## config.mk

```make
export PLATFORM = sky130hd
export DESIGN_NAME = gpi_input_conditioner
export DESIGN_NICKNAME = d
export VERILOG_FILES = /design/src/rtl/gpi_cond_pkg.sv /design/src/rtl/gpi_debounce_bit.sv /design/src/rtl/gpi_input_conditioner.sv
export SDC_FILE = /design/constraint.sdc
export NUM_CORES = 1
export LEC_CHECK = 0
export CAP_MARGIN = 40
export CORE_MARGIN = 2
export CORE_UTILIZATION = 45
export DETAILED_ROUTE_END_ITERATION = 12
export MAX_ROUTING_LAYER = met4
export PLACE_DENSITY = 0.67
export REMOVE_ABC_BUFFERS = 1
export SLEW_MARGIN = 20
export SYNTH_ARGS = -nofsm -noshare
export SYNTH_HDL_FRONTEND = slang
export SYNTH_HIERARCHICAL = 1
export SYNTH_SLANG_ARGS = --single-unit
```

## constraint.sdc

```tcl
create_clock -name PCLK -period 1.9 [get_ports PCLK]
set_input_delay 0.38 -clock PCLK [delete_from_list [all_inputs] [get_ports PCLK]]
set_output_delay 0.38 -clock PCLK [all_outputs]
set_load 0.01 [all_outputs]
```

## src/rtl/gpi_cond_pkg.sv

```systemverilog
// Shared defaults and counter-width helpers for the GPI input conditioner and the GPI peripheral top.
package gpi_cond_pkg;

  localparam int WIDTH_DEF       = 8;
  localparam int SYNC_STAGES_DEF = 2;
  localparam int TICK_DIV_DEF    = 100000;
  localparam int DB_COUNT_DEF    = 4;

  // Prescaler counts 0..tick_div-1; keep at least one bit so TICK_DIV=1 still elaborates.
  function automatic int prescale_width(input int tick_div);
    return (tick_div <= 1) ? 1 : $clog2(tick_div);
  endfunction

  function automatic int db_cnt_width(input int db_count);
    return $clog2(db_count + 1);
  endfunction

endpackage

```

## src/rtl/gpi_debounce_bit.sv

```systemverilog
// One input bit: synchroniser chain, tick-sampled debounce counter, stable level and edge pulses.
module gpi_debounce_bit
  import gpi_cond_pkg::*;
#(
  parameter int SYNC_STAGES = SYNC_STAGES_DEF,
  parameter int DB_COUNT    = DB_COUNT_DEF
) (
  input  logic PCLK,
  input  logic PRESET,
  input  logic pin,
  input  logic enable,
  input  logic tick,
  output logic stable,
  output logic rise,
  output logic fall
);

  localparam int CW = db_cnt_width(DB_COUNT);

  logic [SYNC_STAGES-1:0] sync_q;
  logic                   sync_lvl;
  logic [CW-1:0]          db_cnt;

  // NOTE: sequential state uses <= so every flop samples pre-edge values; blocking here would collapse the chain.
  always_ff @(posedge PCLK or posedge PRESET) begin
    if (PRESET) sync_q <= '0;
    else        sync_q <= {sync_q[SYNC_STAGES-2:0], pin};
  end

  assign sync_lvl = sync_q[SYNC_STAGES-1];

  always_ff @(posedge PCLK or posedge PRESET) begin
    if (PRESET) begin
      db_cnt <= '0;
      stable <= 1'b0;
      rise   <= 1'b0;
      fall   <= 1'b0;
    end else begin
      rise <= 1'b0;
      fall <= 1'b0;
      // Disable beats any update on the same tick and drops the level silently.
      if (!enable) begin
        db_cnt <= '0;
        stable <= 1'b0;
      end else if (tick) begin
        if (sync_lvl == stable) begin
          db_cnt <= '0;
        end else if (db_cnt == CW'(DB_COUNT - 1)) begin
          db_cnt <= '0;
          stable <= sync_lvl;
          rise   <= sync_lvl;
          fall   <= ~sync_lvl;
        end else begin
          db_cnt <= db_cnt + CW'(1);
        end
      end
    end
  end

endmodule

```

## src/rtl/gpi_input_conditioner.sv

```systemverilog
// Pad-input conditioner: shared sample-tick prescaler plus WIDTH independent debounced bits.
module gpi_input_conditioner
  import gpi_cond_pkg::*;
#(
  parameter int WIDTH       = WIDTH_DEF,
  parameter int SYNC_STAGES = SYNC_STAGES_DEF,
  parameter int TICK_DIV    = TICK_DIV_DEF,
  parameter int DB_COUNT    = DB_COUNT_DEF
) (
  input  logic             PCLK,
  input  logic             PRESET,
  input  logic [WIDTH-1:0] pin_in,
  input  logic [WIDTH-1:0] enable,
  output logic [WIDTH-1:0] gpi_out,
  output logic [WIDTH-1:0] rise_pulse,
  output logic [WIDTH-1:0] fall_pulse,
  output logic             tick
);

  localparam int PW = prescale_width(TICK_DIV);

  logic [PW-1:0] pre_cnt;
  logic          pre_wrap;

  assign pre_wrap = (pre_cnt == PW'(TICK_DIV - 1));

  // tick is the registered wrap, so it lands TICK_DIV cycles after reset release.
  always_ff @(posedge PCLK or posedge PRESET) begin
    if (PRESET) begin
      pre_cnt <= '0;
      tick    <= 1'b0;
    end else begin
      pre_cnt <= pre_wrap ? '0 : pre_cnt + PW'(1);
      tick    <= pre_wrap;
    end
  end

  for (genvar i = 0; i < WIDTH; i++) begin : g_bit
    gpi_debounce_bit #(
      .SYNC_STAGES (SYNC_STAGES),
      .DB_COUNT    (DB_COUNT)
    ) u_bit (
      .PCLK   (PCLK),
      .PRESET (PRESET),
      .pin    (pin_in[i]),
      .enable (enable[i]),
      .tick   (tick),
      .stable (gpi_out[i]),
      .rise   (rise_pulse[i]),
      .fall   (fall_pulse[i])
    );
  end

endmodule

```

==> qor.csv, run 1 <==
metric,value,unit
status,"finished, final reports clean",
count of flip-flops with a built-in enable after synthesis,0,
cell with the largest stage delay on the worst path,sky130_fd_sc_hd__clkdlybuf4s50_1,
Total Die Area,8410,µm²
most used flip-flop cell after synthesis,sky130_fd_sc_hd__dfrtp_1,
Post-CTS Hold Fix Bufs,0,
mean instance size in the synthesized netlist,12.5,µm²
wire per inst,13.1,µm
setup violation total in the final timing report,0,
sequential fraction of the synthesis area,59.3,%
depth of the CTS H-tree,3,
number of sinks handled by clock tree synthesis,82,
Critical Path Fanout Max,5,
hold crit path type,register to register,
Switching Power,0.655,mW
post-route core utilization,57.6,%
antenna violations before repair,0,
fraction of the mapped netlist area in simple logic gates,22.2,%
proportion of power drawn by flip-flops and latches,54.1,%
count of different cell masters after synthesis,30,
initial DRC count,96,
sequential cell area,2050,µm²
worst stage delay on the critical path,0.57,ns
endpoint arrival time on the critical path,1.33,ns
Max Clk Rate,0.584,GHz
final standard cell count with taps included and fillers excluded,436,
CTS Buffer Depth,2,
site row count,31,
insertion delay of the later-clocked pin in the worst-skew pair,0.33,ns
Slew Limit Headroom,72.8,%
y dimension of the die,91.7,µm
category of cells accounting for the largest share of critical-path delay,buffers and inverters,
Fin Clk Skew,0.00677,ns
power density cells,772,nW/µm²
Final Routed Wirelength,5710,µm
Resized Gates After CTS,0,
vias per cell,5.00,
switching share of total power,20.0,%
"arithmetic-cell share of the synthesized area counting full adders, half adders and majority gates",3.25,%
net count reported at finish,359,
CTS tree,yes,
share of async-settable or async-resettable flops after synthesis,100,%
placed cell count,420,
"Cell Area, Synth",3460,µm²
Internal Power,2.62,mW
initial cell density of the core,47.0,%
number of clock buffers inserted by TritonCTS,9,
compound-cell area share of the yosys netlist,3.43,%
critical path cell sequence,clkdlybuf4s50_1,
part of the power in the clock network,42.6,%
layer carrying the most global-route usage,met2,
Setup TNS Final,0,ns
actual transition at the worst max-transition pin,0.406,ns
post-route DRC violation count,0,
parity-gate share of the synthesized area counting xor and xnor cells,5.82,%
leakage,1.96,nW
met1 track demand over resource in global routing,21.1,%
number of slew-limit violations in the final report,0,
total track usage,15.4,%
combined buffer and inverter count along the critical path,1,
post-synthesis instance total,278,
via count of the first global-routing pass,2241,
share of the cycle needed by the critical path after routing,90.1,%
critical path startpoint category,register,
Hold Slack,0.353,ns
overall die width,91.7,µm
setup repair after global routing missed its margin,no,
leftover overflow at the end of global routing,0,
main combinational cell family by area after synthesis,simple AND/OR/NAND/NOR gates,
fill cell total of the finished layout,629,
layout cell share with drive strength beyond 1,10.4,%
buffers added on ports,42,
"Req. time, crit path",1.52,ns
number of max-capacitance violations reported,0,
Std-Cell Core Area,7370,µm²
Layout Area Growth over Synthesis,22.6,%
clock tree root driver cell,sky130_fd_sc_hd__clkbuf_8,
detailed placement HPWL,4120,µm
count of vias placed by the detailed router,2182,
crit path kind,register to output pin,
TritonRoute pass-1 iters,4,
number of warnings printed during yosys synthesis,6,
Global Route met3 Usage,2.71,%
antenna diode count,0,
min cycle time layout,1.71,ns
number of hold violations in the final report,0,
Synth Register Bits,82,
kind of end point of the critical path,output pin,
largest net degree at the start of global routing,41,
area taken by multi-input logic gates,1360,µm²
maximum vdd ir drop,0.416,mV
gp weighted congestion,0.761,
mux cell area share after synthesis,4.59,%
post-layout total power,3.28,mW
M2 GR Usage,23.0,%
remaining antenna violation count,0,
clock-pin transition on the worst setup and hold timing paths,0.08,ns
Combinational Power Share,3.3,%
post-CTS setup repair buffer count,0,
first-pass GRT wire length,10200,µm
ports placed on the boundary,43,
[placed cells by master, fill, tap and decap left out, drive strengths merged, types with 4 or more instances in the layout]
cell type and n:
nand3b 8, dfrtp 82, nor2 11, clkbuf 12
a22o 7, nand4 5, o21ai 8, xor2 4
and3 8, nor3b 14, xnor2 19, mux2 7
mux2i 8, nor4 5, ha 9, nand3 13
clkdlybuf4s50 42, inv 12, nand2 14, nor3 12
nor2b 24
[kinds of logic after synthesis]
group	after synthesis
compound gates	17
xor+xnor	23
fa+ha+maj	9
buf+inv	13
flops	82
mux	15
simple gates	119
[power by group through the flow]
stage                     combinational [mW]  sequential (mW)  clock (mW)
final                                  0.108             1.77        1.40
after global routing                   0.123             1.78        1.51
after CTS                              0.111             1.77        1.44
after detailed placement               0.110             1.81           0
after global placement                 0.109             1.81           0
after floorplan                       0.0498             1.80           0
[cell usage after synthesis, types with 8 or more instances]
cell type	number	area (µm²)
sky130_fd_sc_hd__nand3b_1	8	60.1
sky130_fd_sc_hd__inv_1	12	45.0
sky130_fd_sc_hd__ha_1	9	113
sky130_fd_sc_hd__nor3b_1	14	105
sky130_fd_sc_hd__nor2b_1	24	150
sky130_fd_sc_hd__xnor2_1	19	166
sky130_fd_sc_hd__nand2_1	14	52.6
sky130_fd_sc_hd__dfrtp_1	82	2050
sky130_fd_sc_hd__nand3_1	13	65.1
sky130_fd_sc_hd__nor2_1	11	41.3
sky130_fd_sc_hd__and3_1	8	50.1
sky130_fd_sc_hd__mux2i_1	8	80.1
sky130_fd_sc_hd__o21ai_0	8	40.0
[sequential cells by signal (all words and copies together) (netlist names)]
signal              count
g_bit.u_bit/db_cnt     24
pre_cnt                17
g_bit.u_bit/sync_q     16
g_bit.u_bit/fall        8
g_bit.u_bit/rise        8
g_bit.u_bit/stable      8
tick                    1
[metrics by stage]
stage / instance area [µm²] / setup WS [ns]
floorplan: 3460 / 0.475
CTS: 4250 / 0.169
global placement: 4020 / 0.383
detailed placement: 4020 / 0.315
finish: 4250 / 0.189
global route: 4250 / 0.124
[worst paths after layout]
check | from | end | slack (ns) | cells after the start
max | g_bit[0].u_bit/stable | gpi_out[0] | 0.19 | 1
min | g_bit[0].u_bit/sync_q[0] | g_bit[0].u_bit/sync_q[1] | 0.35 | 0
max reg2reg | pre_cnt[0] | pre_cnt[5] | 0.34 | 5
min reg2reg | g_bit[0].u_bit/sync_q[0] | g_bit[0].u_bit/sync_q[1] | 0.35 | 0
max in group asynchronous | PRESET | pre_cnt[0] | 1.03 | 3
min in group asynchronous | PRESET | g_bit[4].u_bit/db_cnt[1] | 0.61 | 2
[routing by layer]
layer / vias up / wire [µm]
met5: - / 0
met4: 0 / 63
met3: 4 / 187
met2: 38 / 2670
met1: 1060 / 2790
li1: 1080 / -
[final cells by class]
type | count | area share (%)
multi-input combinational | 183 | 32.0
timing repair buffer | 44 | 10.3
tap | 99 | 2.92
clock buffer | 12 | 3.65
clock inverter | 4 | 1.74
sequential | 82 | 48.3
inverter | 12 | 1.06
Note: power is estimated with default switching activity, not from simulation.
==> inputs of run 2 (changes only) <==
GPL_TIMING_DRIVEN = 0   (was unset)
PLACE_DENSITY = 0.66   (was 0.67)
SYNTH_HIERARCHICAL = unset   (was 1)
==> qor.csv, run 2 <==
metric,value,unit,change
number of clock buffers inserted by TritonCTS,9,,unchanged
Internal Power,2.29,mW,was 2.62 mW
top area cells in the synthesized netlist,"sky130_fd_sc_hd__dfrtp_1 (56%), sky130_fd_sc_hd__buf_4 (4.9%), sky130_fd_sc_hd__nand2_1 (4.0%)",,"was sky130_fd_sc_hd__dfrtp_1 (59%), sky130_fd_sc_hd__xnor2_1 (4.8%), sky130_fd_sc_hd__nor2b_1 (4.3%)"
leftover overflow at the end of global routing,0,,unchanged
mean instance size in the synthesized netlist,11.1,µm²,was 12.5 µm²
largest net degree at the start of global routing,43,,was 41
most used flip-flop cell after synthesis,sky130_fd_sc_hd__dfrtp_1,,unchanged
via count of the first global-routing pass,2252,,was 2241
antenna diode count,0,,unchanged
fraction of synthesized cell area taken by the top area cell type,55.8,%,was 59.3%
max FFs per register,24,,unchanged
power density cells,707,nW/µm²,was 772 nW/µm²
number of max-capacitance violations reported,0,,unchanged
remaining antenna violation count,0,,unchanged
Final Routed Wirelength,5990,µm,was 5710 µm
register bank with the most flops,g_bit.u_bit.db_cnt,,was g_bit.u_bit/db_cnt
Combinational Power Share,3.7,%,was 3.3%
part of the power in the clock network,37.7,%,was 42.6%
share of the cycle needed by the critical path after routing,95.7,%,was 90.1%
post-layout total power,3.02,mW,was 3.28 mW
hold crit path type,register to register,,unchanged
ranking of synthesized cells by instance count,"sky130_fd_sc_hd__dfrtp_1 (82), sky130_fd_sc_hd__nand2_1 (39), sky130_fd_sc_hd__buf_4 (24)",,"was sky130_fd_sc_hd__dfrtp_1 (82), sky130_fd_sc_hd__nor2b_1 (24), sky130_fd_sc_hd__xnor2_1 (19)"
CTS tree,yes,,unchanged
endpoint arrival time on the critical path,1.44,ns,was 1.33 ns
number of slew-limit violations in the final report,0,,unchanged
total track usage,15.2,%,was 15.4%
switching share of total power,24.2,%,was 20.0%
setup violation total in the final timing report,0,,unchanged
count of flip-flops with a built-in enable after synthesis,0,,unchanged
post-route DRC violation count,0,,unchanged
Post-CTS Hold Fix Bufs,0,,unchanged
biggest registers after layout,"g_bit.u_bit.db_cnt (24), pre_cnt (17), g_bit.u_bit.sync_q (16)",,"was g_bit.u_bit/db_cnt (24), pre_cnt (17), g_bit.u_bit/sync_q (16)"
critical path cell sequence,buf_12 > clkdlybuf4s50_1,,was clkdlybuf4s50_1
most frequent cells in the layout,"sky130_fd_sc_hd__dfrtp_1 (81), sky130_fd_sc_hd__clkdlybuf4s50_1 (42), sky130_fd_sc_hd__nand2_1 (39), sky130_fd_sc_hd__nand3_1 (22), sky130_fd_sc_hd__nand2b_1 (16)",,"was sky130_fd_sc_hd__dfrtp_1 (82), sky130_fd_sc_hd__clkdlybuf4s50_1 (42), sky130_fd_sc_hd__nor2b_1 (24), sky130_fd_sc_hd__xnor2_1 (19)"
gp weighted congestion,0.774,,was 0.761
Total Die Area,8900,µm²,was 8410 µm²
combined buffer and inverter count along the critical path,2,,was 1
y dimension of the die,94.4,µm,was 91.7 µm
site row count,32,,was 31
crit path kind,register to output pin,,unchanged
maximum vdd ir drop,0.381,mV,was 0.416 mV
area taken by multi-input logic gates,1400,µm²,was 1360 µm²
sequential fraction of the synthesis area,55.8,%,was 59.3%
min cycle time layout,1.82,ns,was 1.71 ns
proportion of power drawn by flip-flops and latches,58.7,%,was 54.1%
share of async-settable or async-resettable flops after synthesis,100,%,unchanged
number of sinks handled by clock tree synthesis,82,,unchanged
overall die width,94.4,µm,was 91.7 µm
actual transition at the worst max-transition pin,0.515,ns,was 0.406 ns
post-synthesis instance total,330,,was 278
clock-pin transition on the worst setup and hold timing paths,0.09,ns,was 0.08 ns
critical path startpoint category,register,,unchanged
Critical Path Fanout Max,21,,was 5
initial DRC count,78,,was 96
CTS Buffer Depth,2,,unchanged
insertion delay of the later-clocked pin in the worst-skew pair,0.35,ns,was 0.33 ns
placed cell count,446,,was 420
Std-Cell Core Area,7810,µm²,was 7370 µm²
fill cell total of the finished layout,673,,was 629
buffers added on ports,42,,unchanged
sequential cell area,2050,µm²,about the same
area after detailed placement,4050,µm²,was 4020 µm²
setup repair after global routing missed its margin,no,,unchanged
"Cell Area, Synth",3670,µm²,was 3460 µm²
detailed placement HPWL,3860,µm,was 4120 µm
final standard cell count with taps included and fillers excluded,465,,was 436
leakage,1.83,nW,was 1.96 nW
net count reported at finish,385,,was 359
Max Clk Rate,0.550,GHz,was 0.584 GHz
Switching Power,0.730,mW,was 0.655 mW
TritonRoute pass-1 iters,4,,unchanged
first-pass GRT wire length,10200,µm,about the same
final instance area,4270,µm²,was 4250 µm²
layout cell share with drive strength beyond 1,9.37,%,was 10.4%
depth of the CTS H-tree,3,,unchanged
Layout Area Growth over Synthesis,16.2,%,was 22.6%
"Req. time, crit path",1.52,ns,about the same
most common library cell in the layout ignoring fill and taps,sky130_fd_sc_hd__dfrtp_1,,unchanged
number of hold violations in the final report,0,,unchanged
most used standard cell by instance count after synthesis,sky130_fd_sc_hd__dfrtp_1,,unchanged
kind of end point of the critical path,output pin,,unchanged
"area leader, netlist",sky130_fd_sc_hd__dfrtp_1,,unchanged
count of different cell masters after synthesis,38,,was 30
number of warnings printed during yosys synthesis,0,,was 6
Fin Clk Skew,0.0111,ns,was 0.00677 ns
ports placed on the boundary,43,,unchanged
clock tree root driver cell,sky130_fd_sc_hd__clkbuf_8,,unchanged
worst stage delay on the critical path,0.54,ns,was 0.57 ns
Synth Register Bits,82,,unchanged
antenna violations before repair,0,,unchanged
wire per inst,12.9,µm,was 13.1 µm
cell with the largest stage delay on the worst path,sky130_fd_sc_hd__clkdlybuf4s50_1,,unchanged
vias per cell,5.07,,was 5.00
status,"finished, final reports clean",,unchanged
count of vias placed by the detailed router,2359,,was 2182
initial cell density of the core,47.1,%,was 47.0%
Slew Limit Headroom,65.6,%,was 72.8%
category of cells accounting for the largest share of critical-path delay,buffers and inverters,,unchanged
## run 2: routing by layer
| metal | share of wire (%) | track usage (%) | vias to the layer above |
|---|---|---|---|
| met1 | 50 | 19.3 | 1139 |
| met2 | 44 | 23.0 | 40 |
| li1 | - | - | 1171 |
| met4 | 1.7 | 6.16 | 0 |
| met5 | 0 | - | - |
| met3 | 4.4 | 4.23 | 9 |
## run 2: logic make-up (layout without fill, tap and decap cells)
| kind of cell | Yosys count | in the layout | share of synthesized area (%) |
|---|---|---|---|
| compound gates | 32 | 32 | 5.21 |
| xor+xnor | 21 | 21 | 5.00 |
| fa+ha+maj | 9 | 9 | 3.06 |
| buf+inv | 33 | 66 | 6.09 |
| flops | 82 | 82 | 55.8 |
| mux | 3 | 3 | 0.987 |
| simple gates | 150 | 150 | 23.8 |
## run 2: path summary, 6_finish.rpt
path | start | endpoint | slack, ns | cells past startpoint
worst max register to register | pre_cnt[0] | pre_cnt[10] | 0.16 | 5
max in group asynchronous | PRESET | pre_cnt[5] | 0.88 | 3
min in group asynchronous | PRESET | g_bit[4].u_bit.db_cnt[2] | 0.42 | 2
worst min-delay path | g_bit[7].u_bit.sync_q[0] | g_bit[7].u_bit.sync_q[1] | 0.35 | 0
worst max-delay path | tick | tick | 0.08 | 2
worst min register to register | g_bit[7].u_bit.sync_q[0] | g_bit[7].u_bit.sync_q[1] | 0.35 | 0
## run 2: power by group through the flow
stage / sequential (mW) / combinational (mW) / clock, mW
4_1_cts: 1.77 / 0.114 / 1.18
3_3_place_gp: 1.81 / 0.107 / 0
6_report: 1.77 / 0.110 / 1.14
5_1_grt: 1.78 / 0.126 / 1.25
2_1_floorplan: 1.80 / 0.0490 / 0
3_5_place_dp: 1.81 / 0.114 / 0
## run 2: timing repair
item / 4_1_cts / 5_1_grt
gates resized for setup: 0 / 1
setup endpoints to repair: 1 / 3
setup buffers: 1 / 1
cloned: 0 / 1
## run 2: layout make-up
type                            instances  area share [%]
Sequential cell                        82            48.1
Multi-Input combinational cell        215            32.8
Timing Repair Buffer                   47            11.7
Tap cell                              102            2.99
Clock buffer                            9            2.90
Clock inverter                          7            1.23
Inverter                                3           0.322
## run 2: stage by stage
stage	worst slack, ns	utilization (%)	TNS (ns)	hold slack, ns
after detailed placement	0.0781	51.9	0	0.336
final	0.0814	54.7	0	0.346
after CTS	0.00225	54.3	0	0.352
after global placement	-1.94	51.4	-160.58	0.332
after global routing	0.0302	54.7	0	0.356
after floorplan	-0.588	-	-48.25	0.331
## run 2: worst reg2reg max path, cell delays in order, from the launching register on
cell and delay (ns):
sky130_fd_sc_hd__dfrtp_1 0.41, sky130_fd_sc_hd__ha_1 0.25, sky130_fd_sc_hd__and4_1 0.28, sky130_fd_sc_hd__and4_2 0.39, sky130_fd_sc_hd__nor2_2 0.06, sky130_fd_sc_hd__mux2_4 0.25
